===== src/rtl/irq_capture_4bit_pkg.sv =====
// Shared definitions for the interrupt capture front end.
//   N_IRQ      : number of request channels
//   HOLDOFF_W  : width of the post-ack hold-off counter
//   irq_state_e: handshake FSM encoding
package irq_capture_4bit_pkg;
  localparam int N_IRQ     = 4;
  localparam int HOLDOFF_W = 4;

  typedef enum logic [1:0] {
    IDLE    = 2'd0,
    ACTIVE  = 2'd1,
    HOLDOFF = 2'd2
  } irq_state_e;
endpackage


===== src/rtl/irq_chan_sync.sv =====
// One request channel: synchroniser chain plus edge/level event detect.
//   clk, rst_n : clock, synchronous active-low reset
//   req_in     : raw asynchronous request line
//   edge_mode  : 1 = rising-edge event, 0 = level event
//   evt        : event for this cycle (combinational from the flops)
module irq_chan_sync #(
  parameter int SYNC_STAGES = 2
) (
  input  logic clk,
  input  logic rst_n,
  input  logic req_in,
  input  logic edge_mode,
  output logic evt
);
  logic [SYNC_STAGES-1:0] sync_q;
  logic                   s_d;
  logic                   s;

  assign s = sync_q[SYNC_STAGES-1];

  // History clears with the chain, so a line already high when reset
  // drops still yields exactly one rising-edge event.
  always_ff @(posedge clk) begin
    if (!rst_n) begin
      sync_q <= '0;
      s_d    <= 1'b0;
    end else begin
      sync_q <= {sync_q[SYNC_STAGES-2:0], req_in};
      s_d    <= s;
    end
  end

  assign evt = edge_mode ? (s & ~s_d) : s;
endmodule


===== src/rtl/irq_capture_4bit.sv =====
// Interrupt capture ahead of the 4-bit priority encoder. Synchronises the
// raw request lines, pends events, masks them onto the encoder input and
// paces the irq/ack handshake with a hold-off counter.
//   clk, rst_n : clock, synchronous active-low reset
//   req_in     : raw request lines (async)
//   edge_mode  : per channel 1 = rising edge, 0 = level
//   mask       : per channel enable onto pend_out
//   ack        : acknowledge strobe; ack_sel = one-hot (or multi) channels
//   ovf_clr    : clear all overflow flags
//   pend_out   : pending & mask, to the encoder
//   irq        : registered interrupt request
//   ovf        : sticky per-channel overflow flags
module irq_capture_4bit
  import irq_capture_4bit_pkg::*;
#(
  parameter int SYNC_STAGES = 2,
  parameter int HOLDOFF_CYC = 2
) (
  input  logic             clk,
  input  logic             rst_n,
  input  logic [N_IRQ-1:0] req_in,
  input  logic [N_IRQ-1:0] edge_mode,
  input  logic [N_IRQ-1:0] mask,
  input  logic             ack,
  input  logic [N_IRQ-1:0] ack_sel,
  input  logic             ovf_clr,
  output logic [N_IRQ-1:0] pend_out,
  output logic             irq,
  output logic [N_IRQ-1:0] ovf
);
  logic [N_IRQ-1:0]     evt;
  logic [N_IRQ-1:0]     pending;
  logic [N_IRQ-1:0]     clr;
  logic [N_IRQ-1:0]     ovf_set;
  logic                 ack_acc;
  logic [HOLDOFF_W-1:0] cnt, cnt_nxt;
  irq_state_e           state, state_nxt;

  irq_chan_sync #(.SYNC_STAGES(SYNC_STAGES)) u_chan [N_IRQ-1:0] (
    .clk       (clk),
    .rst_n     (rst_n),
    .req_in    (req_in),
    .edge_mode (edge_mode),
    .evt       (evt)
  );

  assign pend_out = pending & mask;
  assign ack_acc  = ack && (state == ACTIVE) && (ack_sel != '0);

  // A new event on a channel being cleared re-pends it and is not an
  // overflow; level channels re-pend every cycle and never overflow.
  assign ovf_set  = evt & edge_mode & pending & ~clr;

  always_comb begin
    state_nxt = state;
    cnt_nxt   = cnt;
    clr       = '0;
    case (state)
      IDLE: begin
        if (|pend_out) state_nxt = ACTIVE;
      end
      ACTIVE: begin
        if (ack_acc) begin
          clr       = ack_sel;
          cnt_nxt   = HOLDOFF_W'(HOLDOFF_CYC);
          state_nxt = HOLDOFF;
        end else if (pend_out == '0) begin
          state_nxt = IDLE;
        end
      end
      HOLDOFF: begin
        cnt_nxt = cnt - 1'b1;
        // Leaving on the count-to-zero edge gives exactly HOLDOFF_CYC
        // low cycles between the ack edge and the next irq.
        if (cnt == HOLDOFF_W'(1)) state_nxt = (|pend_out) ? ACTIVE : IDLE;
      end
      default: state_nxt = IDLE;
    endcase
  end

  always_ff @(posedge clk) begin
    if (!rst_n) begin
      state   <= IDLE;
      cnt     <= '0;
      pending <= '0;
      ovf     <= '0;
      irq     <= 1'b0;
    end else begin
      state   <= state_nxt;
      cnt     <= cnt_nxt;
      pending <= (pending & ~clr) | evt;
      ovf     <= (ovf_clr ? '0 : ovf) | ovf_set;
      irq     <= (state_nxt == ACTIVE);
    end
  end
endmodule


===== config.mk =====
export PLATFORM = sky130hd
export DESIGN_NAME = irq_capture_4bit
export DESIGN_NICKNAME = d
export VERILOG_FILES = /design/src/rtl/irq_capture_4bit_pkg.sv /design/src/rtl/irq_chan_sync.sv /design/src/rtl/irq_capture_4bit.sv
export SDC_FILE = /design/constraint.sdc
export NUM_CORES = 1
export LEC_CHECK = 0
export BUFFER_PORTS_ARGS = -buffer_cell sky130_fd_sc_hd__buf_2
export CORE_MARGIN = 3
export CORE_UTILIZATION = 28
export DETAILED_ROUTE_END_ITERATION = 16
export PLACE_DENSITY = 0.45
export SLEW_MARGIN = 20
export SYNTH_ARGS = -nofsm -noshare
export SYNTH_HDL_FRONTEND = slang
export SYNTH_HIERARCHICAL = 1
export SYNTH_SLANG_ARGS = --single-unit

===== constraint.sdc =====
create_clock -name clk -period 2 [get_ports clk]
set_input_delay 0.5 -clock clk [delete_from_list [all_inputs] [get_ports clk]]
set_output_delay 0.5 -clock clk [all_outputs]
set_load 0.005 [all_outputs]

=== After elaboration in Yosys (flattened, before gate mapping) ===
Cells that the tools add are included.

* Add/subtract/negate cells: 1
* Equality and inequality tests: 5
* Mux-type cells: 15
* Bitwise operators: 16
* Reduce and logical (&&, ||, !) cells: 8

{| class="wikitable"
|+ Operators by type and width
! operator !! count
|-
| $and 4x4->4 || 5
|-
| $mux 4 || 4
|-
| $mux 2 || 4
|-
| $or 4x4->4 || 2
|-
| $pmux 4 s2 || 1
|-
| $pmux 2 s3 || 1
|-
| $mux 1 || 5
|-
| $and 1x1->1 || 4
|-
| $eq 2x1->1 const B || 2
|-
| $eq 4x1->1 const B || 1
|-
| $logic_not 4->1 || 1
|-
| $not 1->1 || 4
|-
| $not 4->4 || 1
|-
| $reduce_bool 4->1 || 1
|-
| $reduce_or 4->1 || 1
|-
| $sub 4x1->4 const B || 1
|-
| $eq 2x2->1 const B || 1
|-
| $logic_and 1x1->1 || 2
|-
| $logic_not 2->1 || 1
|-
| $ne 2x2->1 const B || 1
|-
| $reduce_and 2->1 || 1
|-
| $reduce_bool 2->1 || 1
|}

* Flip-flop bits (word level): 27
* Bits of input ports: 20

=== Depth between registers and ports, before layout ===
* Depth after elaboration: 8
* Mapped depth: 5
* Gate-level depth less buffers: 5

=== Modules after synthesis ===
Netlist, hierarchy kept.

{| class="wikitable"
|+ Modules (own cells, without submodules)
! module !! instances !! cells each !! area each (sq um)
|-
| irq_capture_4bit || 1 || 78 || 703.2
|-
| irq_chan_sync || 4 || 7 || 90.1
|}

=== Least setup slack after synthesis ===
No wires, ideal clock.

* Path kind: input -> register
* Start point: input ack_sel[0]
* End point: register cnt[1]
* Library setup time: 120 ps
* Arrival: 1,224 ps
* Required time: 1,880 ps
* Setup slack: 657 ps
* Stages: 3
* Buffers on the path: 0
* Cells stage by stage: nor4_1 and2b_4 o31a_1

* Longest elaborated chain between the ends: 4

{| class="wikitable"
|+ RTL lines
! what !! RTL line !! text
|-
| start: declaration || irq_capture_4bit.sv:25 || <nowiki>input logic [N_IRQ-1:0] ack_sel,</nowiki>
|-
| $reduce_bool 4->1 || irq_capture_4bit.sv:48 || <nowiki>assign ack_acc = ack && (state == ACTIVE) && (ack_sel != '0);</nowiki>
|-
| $logic_and 1x1->1 || irq_capture_4bit.sv:48 ||
|-
| $ne 2x2->1 (no source line) || -- ||
|-
| $reduce_and 2->1 (no source line) || -- ||
|-
| end signal: assignment || irq_capture_4bit.sv:90 || <nowiki>cnt <= cnt_nxt;</nowiki>
|-
| end: declaration || irq_capture_4bit.sv:36 || <nowiki>logic [HOLDOFF_W-1:0] cnt, cnt_nxt;</nowiki>
|}

No other way between the ends.
A chain may end at the register's enable or synchronous reset.

=== Worst setup path after layout ===
* Start point: register pending[1]
* End point: output pend_out[1]

* Longest elaborated chain between the ends: 1

{| class="wikitable"
|+ RTL lines
! what !! RTL line !! text
|-
| start: declaration || irq_capture_4bit.sv:32 || <nowiki>logic [N_IRQ-1:0] pending;</nowiki>
|-
| start signal: assignment || irq_capture_4bit.sv:91 || <nowiki>pending <= (pending & ~clr) | evt;</nowiki>
|-
| $and 4x4->4 || irq_capture_4bit.sv:47 || <nowiki>assign pend_out = pending & mask;</nowiki>
|-
| end: declaration || irq_capture_4bit.sv:27 || <nowiki>output logic [N_IRQ-1:0] pend_out,</nowiki>
|}

No other way between the ends.

==> summary.txt <==
Hold path
  – Min-Delay Path Class: input pin to flip-flop

Global route
  – Total Routing Usage GR: 10.62%
  – Vias in the first global route: slightly above 800
  – Aggregate global routing overflow: 0
  – Initial antenna violation count: 0
  – Largest net degree at the start of global routing: 20
  – First-pass GRT wire length: 3608 um

STA
  – Final setup TNS: 0 ns
  – Setup Skew: 0.001417 ns
  – Post-route minimum period: 1.403 ns
  – Normalized max-slew margin: approximately four fifths
  – Final cycle utilization of the critical path: a little over two thirds
  – RSZ-0062 raised after global routing: false
  – Worst slew pin tran: around 0.32 ns
  – Final Hold Viols: 0
  – F_max: 0.7129 GHz
  – Max-slew violation count: 0
  – # setup viols final: 0

Clocking
  – TritonCTS buffer count: 3
  – H-tree lvl count: 1
  – Post-CTS Setup Inserts: 0
  – Longest Clk Path Bufs: 2
  – PostCTS Resize Cnt: 0
  – TritonCTS clock tree: built
  – Cts hold-fix bufs: 0
  – Clock transition at path regs: approximately 0.090 ns
  – Clock latency on the worst-skew pair: between 0.2 and 0.3 ns
  – Sink Count: 27
  – Root buffer cell: clkbuf_8

Worst setup path
  – Start point of the critical path: pending[1]$_SDFF_PN0_
  – Critical path endpoint: pend_out[1]
  – Slowest stage delay, CP: around 0.36 ns
  – RR Endpoint: cnt[3]$_SDFFE_PN0P_
  – Nature of the critical path startpoint: flip-flop
  – Critical Setup Path Class: flip-flop to primary output
  – CP max-delay cell: dfxtp_1
  – R2r worst-path depth: 3
  – R2R Path Start: cnt[0]$_SDFFE_PN0P_
  – FF-to-FF setup slack: 0.69 ns
  – Worst path cell trace: and2_1, buf_2
  – Critical Path AT: around 0.90 ns
  – Max FO, Critical Path: 3
  – CP endpoint kind: primary output
  – Worst path required time: roughly 1.5 ns

Die
  – Die X: between 60 and 70 um
  – Die area: between 4000 and 5000 um^2
  – Die Y: 67.63 um
  – Starting Density: 30.43%
  – Row cnt: 21
  – Core Area: around 3500 um^2
  – Ports: 29

Layout
  – Number of diodes: 0
  – Finished Layout Cells: about 180
  – Layout cells sized above 1: approximately 28%
  – FILL cells: approximately 360
  – Most frequent cells in the layout: buf_2, dfxtp_1, and2_1
  – Area Overhead vs Synth: 22.59%
  – Post-Route Utilization: a little under two fifths
  – Final #Nets: 160
  – Most common cell after layout, fill and taps aside: buf_2

Route
  – DRT antenna net count: 0
  – Drt drc: 0
  – Via count: 852
  – Drt pass-1 iters: 4
  – DR iter-0 viols: 47
  – Vias per cell: between 4 and 5
  – Wire per inst: around 12 um
  – Total wire length: about 2100 um

Yosys
  – Sequential fraction of the synthesis area: between 50% and 60%
  – Ys flop type: dfxtp_1
  – Syn Area/Cell: between 10 and 15 um^2
  – Synth warn: 6
  – Cell variety after synth: 30
  – Mapped Area: 1064 um^2
  – Flops & latches, synth: 27
  – Async SR Flop Fraction: 0%
  – Syn Inst Count: roughly 110
  – Synthesized Nets: around 130
  – Number of synthesized flops with an enable pin: 0

Job
  – MaxCap Viol Count: 0

Outcome
  – Status: finished clean

Place
  – Hpwl dp: 1656 um
  – Port bufs: 28
  – Placed Cells: between 150 and 200
  – GP Congestion: ~0.76

Power and ir drop
  – Worst ir drop on vdd: between 300 and 400 uV
  – LEAKAGE: 0.5627 nW
  – Power Dens Cells: around 740 nW/um^2
routing by layer:
| layer | track usage [%] | part of all wire [%] |
|---|---|---|
| met1 | 12.69 | 45 |
| met2 | 17.50 | 49 |
| met3 | 2.829 | 5.3 |
| met4 | 5.063 | 0.90 |
| met5 | 0 | 0 |
final cells by class:
type | instances | area, um^2 | area share (%)
Tap cell | 46 | 57.56 | 4.415
Timing Repair Buffer | 29 | 147.6 | 11.32
Inverter | 3 | 11.26 | 0.8637
Sequential cell | 27 | 540.5 | 41.46
Clock buffer | 4 | 45.04 | 3.455
Multi-Input combinational cell | 74 | 501.7 | 38.48
power by group:
group | switching [mW] | internal, mW
Sequential | 0.0122 | 0.559
Clock | 0.159 | 0.142
Combinational | 0.0430 | 0.0464
Total | 0.215 | 0.748
kinds of logic after synthesis:
| group | Yosys count | synth area share (%) |
|---|---|---|
| and+or+nand+nor | 43 | 23.65 |
| AOI/OAI and AO/OA | 28 | 20.35 |
| DFF | 27 | 50.82 |
| buffers and inverters | 5 | 2.000 |
| adders and majority gates | 2 | 2.353 |
| xor gates and xnor gates | 1 | 0.8237 |
critical path, delay by kind of cell (launching register included):
| family | cells | cell delay, ns |
|---|---|---|
| buffers and inverters | 1 | 0.12 |
| flip-flops | 1 | 0.36 |
| AND/OR/NAND/NOR | 1 | 0.16 |
through the flow:
step	setup slack, ns	power, mW	hold slack (ns)	area [um^2]
CTS	0.5770	0.9820	0.4153	1304
finish	0.5973	0.9630	0.4238	1304
global placement	0.4562	0.6744	0.4153	1259
floorplan	0.6567	0.6318	0.4118	1064
detailed placement	0.4148	0.6749	0.4181	1259
global route	0.5364	1.018	0.4225	1304
worst min-delay path by stage:
stage / start / endpoint / slack (ns) / depth (start not counted)
floorplan: u_chan[0]/sync_q[0]$_SDFF_PN0_ / u_chan[0]/sync_q[1]$_SDFF_PN0_ / 0.41 / 1
global placement: u_chan[1]/sync_q[0]$_SDFF_PN0_ / u_chan[1]/sync_q[1]$_SDFF_PN0_ / 0.42 / 1
detailed placement: u_chan[3]/sync_q[0]$_SDFF_PN0_ / u_chan[3]/sync_q[1]$_SDFF_PN0_ / 0.42 / 1
CTS: req_in[2] / u_chan[2]/sync_q[0]$_SDFF_PN0_ / 0.42 / 2
global route: req_in[2] / u_chan[2]/sync_q[0]$_SDFF_PN0_ / 0.42 / 2
finish: req_in[2] / u_chan[2]/sync_q[0]$_SDFF_PN0_ / 0.42 / 2
synthesized netlist by cell type, types with 2 or more instances:
master    number  area share, %
a21boi_0       3            2.1
a21boi_2       4            4.2
a21o_1         4            2.8
a21oi_1        6            2.8
a221oi_1       2            1.6
and2_1        16            9.4
buf_2          2           0.94
dfxtp_1       27             51
ha_1           2            2.4
inv_1          3            1.1
nand2_1        4            1.4
nand2b_1       4            2.4
nand3_1        5            2.4
nand3b_1       2            1.4
nor2_1         4            1.4
o21a_1         4            2.8
state kept, by name, indices dropped and copies added, names as in the netlist:
register       cells
cnt                4
irq                1
ovf                4
pending            4
state              2
u_chan/s_d         4
u_chan/sync_q      8
Note: power is estimated with default switching activity, not from simulation.
